==> src/rtl/fetch_pkg.sv <==
// Shared fetch definitions: widths, NOP encoding, reset pc,
// FSM state enum and the {pc,instr} FIFO entry.
package fetch_pkg;
  localparam int XLEN = 32;
  localparam logic [XLEN-1:0] INSTR_NOP = 32'h0000_0013;
  localparam logic [XLEN-1:0] RESET_PC_DEF = 32'h0000_0000;

  typedef enum logic {
    RUN,
    DRAIN
  } fetch_state_e;

  typedef struct packed {
    logic [XLEN-1:0] pc;
    logic [XLEN-1:0] instr;
  } fetch_ent_t;
endpackage

==> src/rtl/fetch_fifo.sv <==
// DEPTH-entry {pc,instr} prefetch FIFO with synchronous flush.
// Flush wins over a same-cycle push or pop.
module fetch_fifo
  import fetch_pkg::*;
#(
  parameter int DEPTH = 2,
  localparam int CW = $clog2(DEPTH + 1)
) (
  input  logic          clk,
  input  logic          rst,
  input  logic          flush,
  input  logic          push,
  input  fetch_ent_t    push_ent,
  input  logic          pop,
  output fetch_ent_t    head,
  output logic [CW-1:0] count,
  output logic          full,
  output logic          empty
);
  localparam int PW = $clog2(DEPTH);

  fetch_ent_t mem [DEPTH];
  logic [PW-1:0] rd;
  logic [PW-1:0] wr;

  function automatic logic [PW-1:0] nxt(input logic [PW-1:0] p);
    return (p == PW'(DEPTH - 1)) ? '0 : p + PW'(1);
  endfunction

  always_ff @(posedge clk or posedge rst) begin
    if (rst) begin
      rd    <= '0;
      wr    <= '0;
      count <= '0;
    end else if (flush) begin
      rd    <= '0;
      wr    <= '0;
      count <= '0;
    end else begin
      if (push) wr <= nxt(wr);
      if (pop) rd <= nxt(rd);
      count <= count + CW'(push) - CW'(pop);
    end
  end

  always_ff @(posedge clk) begin
    if (push && !flush) mem[wr] <= push_ent;
  end

  assign head  = mem[rd];
  assign full  = (count == CW'(DEPTH));
  assign empty = (count == '0);
endmodule

==> src/rtl/fetch_queue.sv <==
// Instruction fetch queue with redirect/drain handling.
// Optional FETCH_MISALIGN_CHECK_EN flags misaligned redirect targets.
module fetch_queue
  import fetch_pkg::*;
#(
  parameter logic [31:0] RESET_PC = RESET_PC_DEF,
  parameter int          DEPTH    = 2
) (
  input  logic        clk,
  input  logic        reset,
  input  logic        redirect_valid,
  input  logic [31:0] redirect_pc,
  output logic        imem_req_valid,
  input  logic        imem_req_ready,
  output logic [31:0] imem_req_addr,
  input  logic        imem_rsp_valid,
  input  logic [31:0] imem_rsp_data,
  output logic        out_valid,
  input  logic        out_ready,
  output logic [31:0] out_instr,
  output logic [31:0] out_pc,
  output logic        misalign_err
);
  localparam int CW = $clog2(DEPTH + 1);
  localparam logic [CW:0] DEPTH_W = (CW + 1)'(DEPTH);

  fetch_state_e state, state_nxt;
  logic [XLEN-1:0] fetch_pc;
  logic [XLEN-1:0] rsp_pc;
  logic [XLEN-1:0] last_pc;
  logic [XLEN-1:0] target;
  logic [CW-1:0]   outstanding;
  logic [CW-1:0]   drop_cnt;
  logic [CW-1:0]   drop_nxt;
  logic [CW-1:0]   occ;
  logic [CW:0]     inflight;
  logic            req_hs;
  logic            push;
  logic            pop;
  logic            empty;
  logic            full_unused;
  fetch_ent_t      head;

  assign target   = {redirect_pc[31:2], 2'b00};
  assign inflight = {1'b0, occ} + {1'b0, outstanding};

  assign imem_req_valid = (state == RUN) && !redirect_valid
                          && (inflight < DEPTH_W);
  assign imem_req_addr  = fetch_pc;
  assign req_hs         = imem_req_valid & imem_req_ready;

  assign push = (state == RUN) && imem_rsp_valid && !redirect_valid;
  assign pop  = out_valid & out_ready;

  fetch_fifo #(.DEPTH(DEPTH)) u_fifo (
    .clk     (clk),
    .rst     (reset),
    .flush   (redirect_valid),
    .push    (push),
    .push_ent('{pc: rsp_pc, instr: imem_rsp_data}),
    .pop     (pop),
    .head    (head),
    .count   (occ),
    .full    (full_unused),
    .empty   (empty)
  );

  assign out_valid = !empty;
  assign out_instr = out_valid ? head.instr : INSTR_NOP;
  assign out_pc    = out_valid ? head.pc : last_pc;

  // In DRAIN every in-flight response is stale, so outstanding == drop_cnt
  always_comb begin
    drop_nxt  = drop_cnt;
    state_nxt = state;
    if (redirect_valid)
      drop_nxt = outstanding - CW'(imem_rsp_valid);
    else if (state == DRAIN && imem_rsp_valid)
      drop_nxt = drop_cnt - CW'(1);
    state_nxt = (drop_nxt != '0) ? DRAIN : RUN;
  end

  always_ff @(posedge clk or posedge reset) begin
    if (reset) begin
      state       <= RUN;
      fetch_pc    <= RESET_PC;
      rsp_pc      <= RESET_PC;
      last_pc     <= RESET_PC;
      outstanding <= '0;
      drop_cnt    <= '0;
    end else begin
      state       <= state_nxt;
      drop_cnt    <= drop_nxt;
      outstanding <= outstanding + CW'(req_hs) - CW'(imem_rsp_valid);
      if (redirect_valid) begin
        fetch_pc <= target;
        rsp_pc   <= target;
      end else begin
        if (req_hs) fetch_pc <= fetch_pc + 32'd4;
        if (push) rsp_pc <= rsp_pc + 32'd4;
      end
      if (out_valid) last_pc <= head.pc;
    end
  end

`ifdef FETCH_MISALIGN_CHECK_EN
  logic mis_q;
  always_ff @(posedge clk or posedge reset) begin
    if (reset) mis_q <= 1'b0;
    else mis_q <= redirect_valid && (redirect_pc[1:0] != 2'b00);
  end
  assign misalign_err = mis_q;
`else
  logic unused_lo;
  assign unused_lo    = ^redirect_pc[1:0];
  assign misalign_err = 1'b0;
`endif
endmodule

==> config.mk <==
export PLATFORM = sky130hd
export DESIGN_NAME = fetch_queue
export DESIGN_NICKNAME = d
export VERILOG_FILES = /design/src/rtl/fetch_pkg.sv /design/src/rtl/fetch_fifo.sv /design/src/rtl/fetch_queue.sv
export SDC_FILE = /design/constraint.sdc
export NUM_CORES = 1
export LEC_CHECK = 0
export ABC_AREA = 0
export BUFFER_PORTS_ARGS = -buffer_cell sky130_fd_sc_hd__buf_2
export CAP_MARGIN = 25
export CORE_ASPECT_RATIO = 0.7
export CORE_MARGIN = 2
export CORE_UTILIZATION = 63
export CTS_BUF_LIST = sky130_fd_sc_hd__clkbuf_4 sky130_fd_sc_hd__clkbuf_8
export DETAILED_ROUTE_END_ITERATION = 8
export GPL_ROUTABILITY_DRIVEN = 0
export PLACE_DENSITY_LB_ADDON = 0.15
export SLEW_MARGIN = 20
export SYNTH_ARGS = -nofsm -noshare
export SYNTH_HDL_FRONTEND = slang
export SYNTH_HIERARCHICAL = 1
export SYNTH_SLANG_ARGS = --single-unit
==> constraint.sdc <==
create_clock -name clk -period 10.6 [get_ports clk]
set_input_delay 0 -clock clk [delete_from_list [all_inputs] [get_ports clk]]
set_output_delay 0 -clock clk [all_outputs]
set_load 0.005 [all_outputs]
* Word level (Yosys, flattened, before mapping) *
Memory sizes are Yosys's and may differ from the RTL's.
Cells that the tools add are included.

word-level totals
  output and inout port bits = 99
  memories = 1
  bits in writable memories = 128
  flip-flop bits (word level) = 105
  input bits = 70

memory list
  name        words  bits a word  rd ports  clocked after Yosys merged registers in  write ports  RTL line          RTL
  u_fifo.mem  2      64           1         0                                        1            fetch_fifo.sv:22  fetch_ent_t mem [DEPTH];

operators by class
  add/subtract/negate cells = 11
  muxes and demuxes = 18
  bitwise gates (word level) = 3
  magnitude comparators = 1
  reduce and logical (&&, ||, !) cells = 13

operator list
  cell                   count
  $mux 32                6
  $add 32x3->32 const B  2
  $mux 1                 9
  $reduce_bool 2->1      4
  $logic_and 1x1->1      6
  $mux 2                 3
  $sub 2x1->2            3
  $add 2x1->2            2
  $add 2x2->3            1
  $lt 3x2->1 const B     1
  $add 1x1->1 const B    2
  $and 1x1->1            2
  $logic_not 1->1        2
  $logic_not 2->1        1
  $sub 2x1->2 const B    1
  $not 1->1              1

* Logic depth before layout (Yosys ltp) *
  word-level depth = 6
  depth in mapped cells = 12
  gate-level depth less buffers = 10

* Modules after synthesis *
Netlist, hierarchy kept.

by module, submodules not included
  module       instances  area an instance (um^2)  seq. area each (um^2)  cells an instance
  fetch_queue  1          5176.2                   2427.3                 502
  fetch_fifo   1          5044.8                   3943.8                 219

* Worst setup path before layout *
Ideal clock, no wire load.

  path kind = input-to-reg
  start = input port redirect_valid
  end = memory u_fifo/mem[0][0] (netlist bit), enable pin
  required time = 10.021 ns
  buffers on the path = 3
  cell stages on the path = 6
  library setup time = 0.579 ns
  setup slack = 4.064 ns
  arrival time = 5.957 ns
  cell sequence = clkbuf_1 > inv_1 > buf_1 > buf_1 > and2_1 > nor3b_1

between the ends
  word-level cells in the longest chain between the ends = 5

RTL lines
  element                       RTL line           RTL
  start, declared               fetch_queue.sv:11  input logic redirect_valid,
  $logic_not 1->1               fetch_queue.sv:52  assign push = (state == RUN) && imem_rsp_valid && !redirect_valid;
  $logic_and 1x1->1             fetch_queue.sv:52
  named net push                fetch_queue.sv:38  logic push;
  $logic_and 1x1->1             fetch_fifo.sv:47   if (push && !flush) mem[wr] <= push_ent;
  $mux 1                        fetch_fifo.sv:47
  $mux 1 (not written as such)  fetch_fifo.sv:47
  end, declared                 fetch_fifo.sv:22

The timed path passes the listed nets, and every way through them passes these cells.

* Worst setup path after layout *
  start = register u_fifo.count[0]
  end = register outstanding[1]

between the ends
  word-level cells in the longest chain between the ends = 6

RTL lines
  element                 RTL line           RTL
  start, declared         fetch_fifo.sv:16   output logic [CW-1:0] count,
  start signal, assigned  fetch_fifo.sv:42   count <= count + CW'(push) - CW'(pop);
  $add 2x2->3             fetch_queue.sv:45  assign inflight = {1'b0, occ} + {1'b0, outstanding};
  $lt 3x2->1              fetch_queue.sv:48  && (inflight < DEPTH_W);
  $logic_and 1x1->1       fetch_queue.sv:48
  $and 1x1->1             fetch_queue.sv:50  assign req_hs = imem_req_valid & imem_req_ready;
  $add 2x1->2             fetch_queue.sv:94  outstanding <= outstanding + CW'(req_hs) - CW'(imem_rsp_valid);
  $sub 2x1->2             fetch_queue.sv:94
  end signal, assigned    fetch_queue.sv:94
  end, declared           fetch_queue.sv:32  logic [CW-1:0] outstanding;

No other way between the ends.
A chain may end at the register's enable or synchronous reset.

==> run metrics <==
power density cells 213 mW/mm²; share of post-route cells with drive strength above 1 35.7%; GRT Overall Usage 26.9%; DPL Wire Length 14.5 mm; Port Buf Inserts 163; worst-margin pin slew 0.890 ns; Mapped Avg Cell Area 14.2 µm²; Critical Path Max Stage Delay 0.58 ns; cts hold-fix bufs 67; initial cell density of the core 65.1%; final setup fails 0; layout net count 1046; # Post-CTS Setup Buffers 0; Synth Instances 720; pin count of the biggest net entering global routing 67; TritonCTS clock tree built; commonest non-fill, non-tap cells in the layout 163 x buf_2, 128 x edfxtp_1, 100 x dfrtp_1; synth-to-layout area growth 23.4%; CTS Buf Count 35; startpoint types register; Design Power 2.68 mW; Yosys Warn Count 6; Hold WC Path Type primary input to register; final max-slew violation count 0; Multi-input gate area 0.00362 mm²; detailed-route via count 6958; cell chain of the critical path and2_1 > fa_1 > or4_4 > nor2_4 > inv_1 > ha_1 > inv_1 > ha_1 > xnor2_1 > xnor2_1; drt via density 5.82; switching share of power 29.4%; critical path type register to register; Max VDD drop 0.168 mV; Worst-Skew Late Latency 0.51 ns; P_int 1.89 mW; Clock Power Share 27.8%; Core Region 0.0157 mm²; max_slew headroom 40.7%; Max Cap Viol 0; Clock Skews 0.0163 ns; sequential share of power 43.5%; # rows 38; DRT Wirelength 23.2 mm; Detail Route Antenna Nets 0; commonest non-fill, non-tap cell in the layout buf_2; 1st-pass router iterations 5; CTS clk-pin slew, worst paths 0.06 ns; CP required 11.03 ns; Logic pwr share 28.7%; Die Footprint 0.0173 mm²; Root Buffer clkbuf_8; Initial DRC Count 649; Register Area 0.00637 mm²; part of the cycle the worst path needs 29.1%; Psw 0.788 mW; CP arrival 3.52 ns; deepest clock path buffer count 3; first-pass GRT wire length 36.7 mm; drc violations 0; outcome finished, final reports clean; antenna violations before repair 2; H-tree depth 2; Setup Total Neg Slack 0 ns; Die X-Extent 156 µm; Synth Cell Area 0.0102 mm²; fill count 901; Critical Path Slowest Stage Cell or4_4; RSZ-0062 raised after global routing no; vias in the first global route 7058; Fin. Hold Viols 0; IO Count 169; max frequency 324 MHz; Worst setup EP type register; GRT overflow 0; clock sink count 229; Post-CTS Resized 0; WL/cell 19.4 µm; CP Max Fanout 15; LEAKAGE 5.11 nW; Final min period 3.09 ns; die height 111 µm
-- stage by stage --
stage               hold slack [ns]  setup slack [ns]  area (µm²)  instances  util [%]
global route                  0.103              7.36       12600       1196      80.3
floorplan                    -0.234              4.06       10200        726         -
finish                       0.0924              7.51       12600       1196      80.3
detailed placement          -0.0734              7.55       11200       1064      71.4
global placement            -0.0833              7.56       11200       1063      71.3
CTS                          0.0634              7.52       12600       1195      80.3
-- critical path, delay by kind of cell, from the launching register on --
kind                     cells  cell delay, ns
AND/OR/NAND/NOR              3            1.01
adder cells (fa/ha/maj)      3            0.97
flip-flops                   1            0.42
buffers and inverters        2            0.31
XOR/XNOR                     2            0.29
-- per-layer routing --
metal	routed length, µm	vias to the layer above	global-route usage (%)	part of all wire, %
met1	9520	3419	35.9	41
li1	-	3137	-	-
met5	0	-	0	0
met2	11200	340	43.1	48
met3	1990	62	7.65	8.6
met4	545	0	8.50	2.3
-- flip-flops by register name, indices dropped and copies added (netlist names) --
signal / cells
u_fifo/wr: 1
rsp_pc: 30
imem_req_addr: 30
drop_cnt: 2
u_fifo/rd: 1
last_pc: 32
u_fifo/mem: 128
state: 1
u_fifo/count: 2
outstanding: 2
-- final timing paths --
path | to | slack (ns) | from | cells past startpoint
worst max-delay path | outstanding[1]$_DFF_PP0_ | 7.51 | u_fifo/count[0]$_DFF_PP0_ | 10
worst min-delay path | u_fifo/wr$_DFFE_PP0P_ | 0.09 | redirect_valid | 3
worst max register to register | outstanding[1]$_DFF_PP0_ | 7.51 | u_fifo/count[0]$_DFF_PP0_ | 10
worst min register to register | last_pc[2]$_DFF_PP0_ | 0.49 | last_pc[2]$_DFF_PP0_ | 1
max in group asynchronous | last_pc[5]$_DFF_PP0_ | 9.31 | reset | 4
min in group asynchronous | last_pc[9]$_DFF_PP0_ | 0.15 | reset | 3
-- cell type report --
type                    instances  area share [%]
flip-flops and latches        229            50.6
multi-input cells             445            28.7
repair buffers                237            12.3
clock buffers                  50            5.01
well taps                     200            1.99
clock inverters                14           0.755
inverters                      20           0.616
diodes                          1          0.0199
-- power groups by stage --
stage               clock, mW  sequential, mW  combinational, mW
global route            0.800            1.18              0.837
CTS                     0.758            1.16              0.772
finish                  0.746            1.17              0.770
detailed placement          0            1.18              0.747
global placement            0            1.19              0.702
floorplan                   0            1.13              0.517
(Power assumes the default switching activity.)
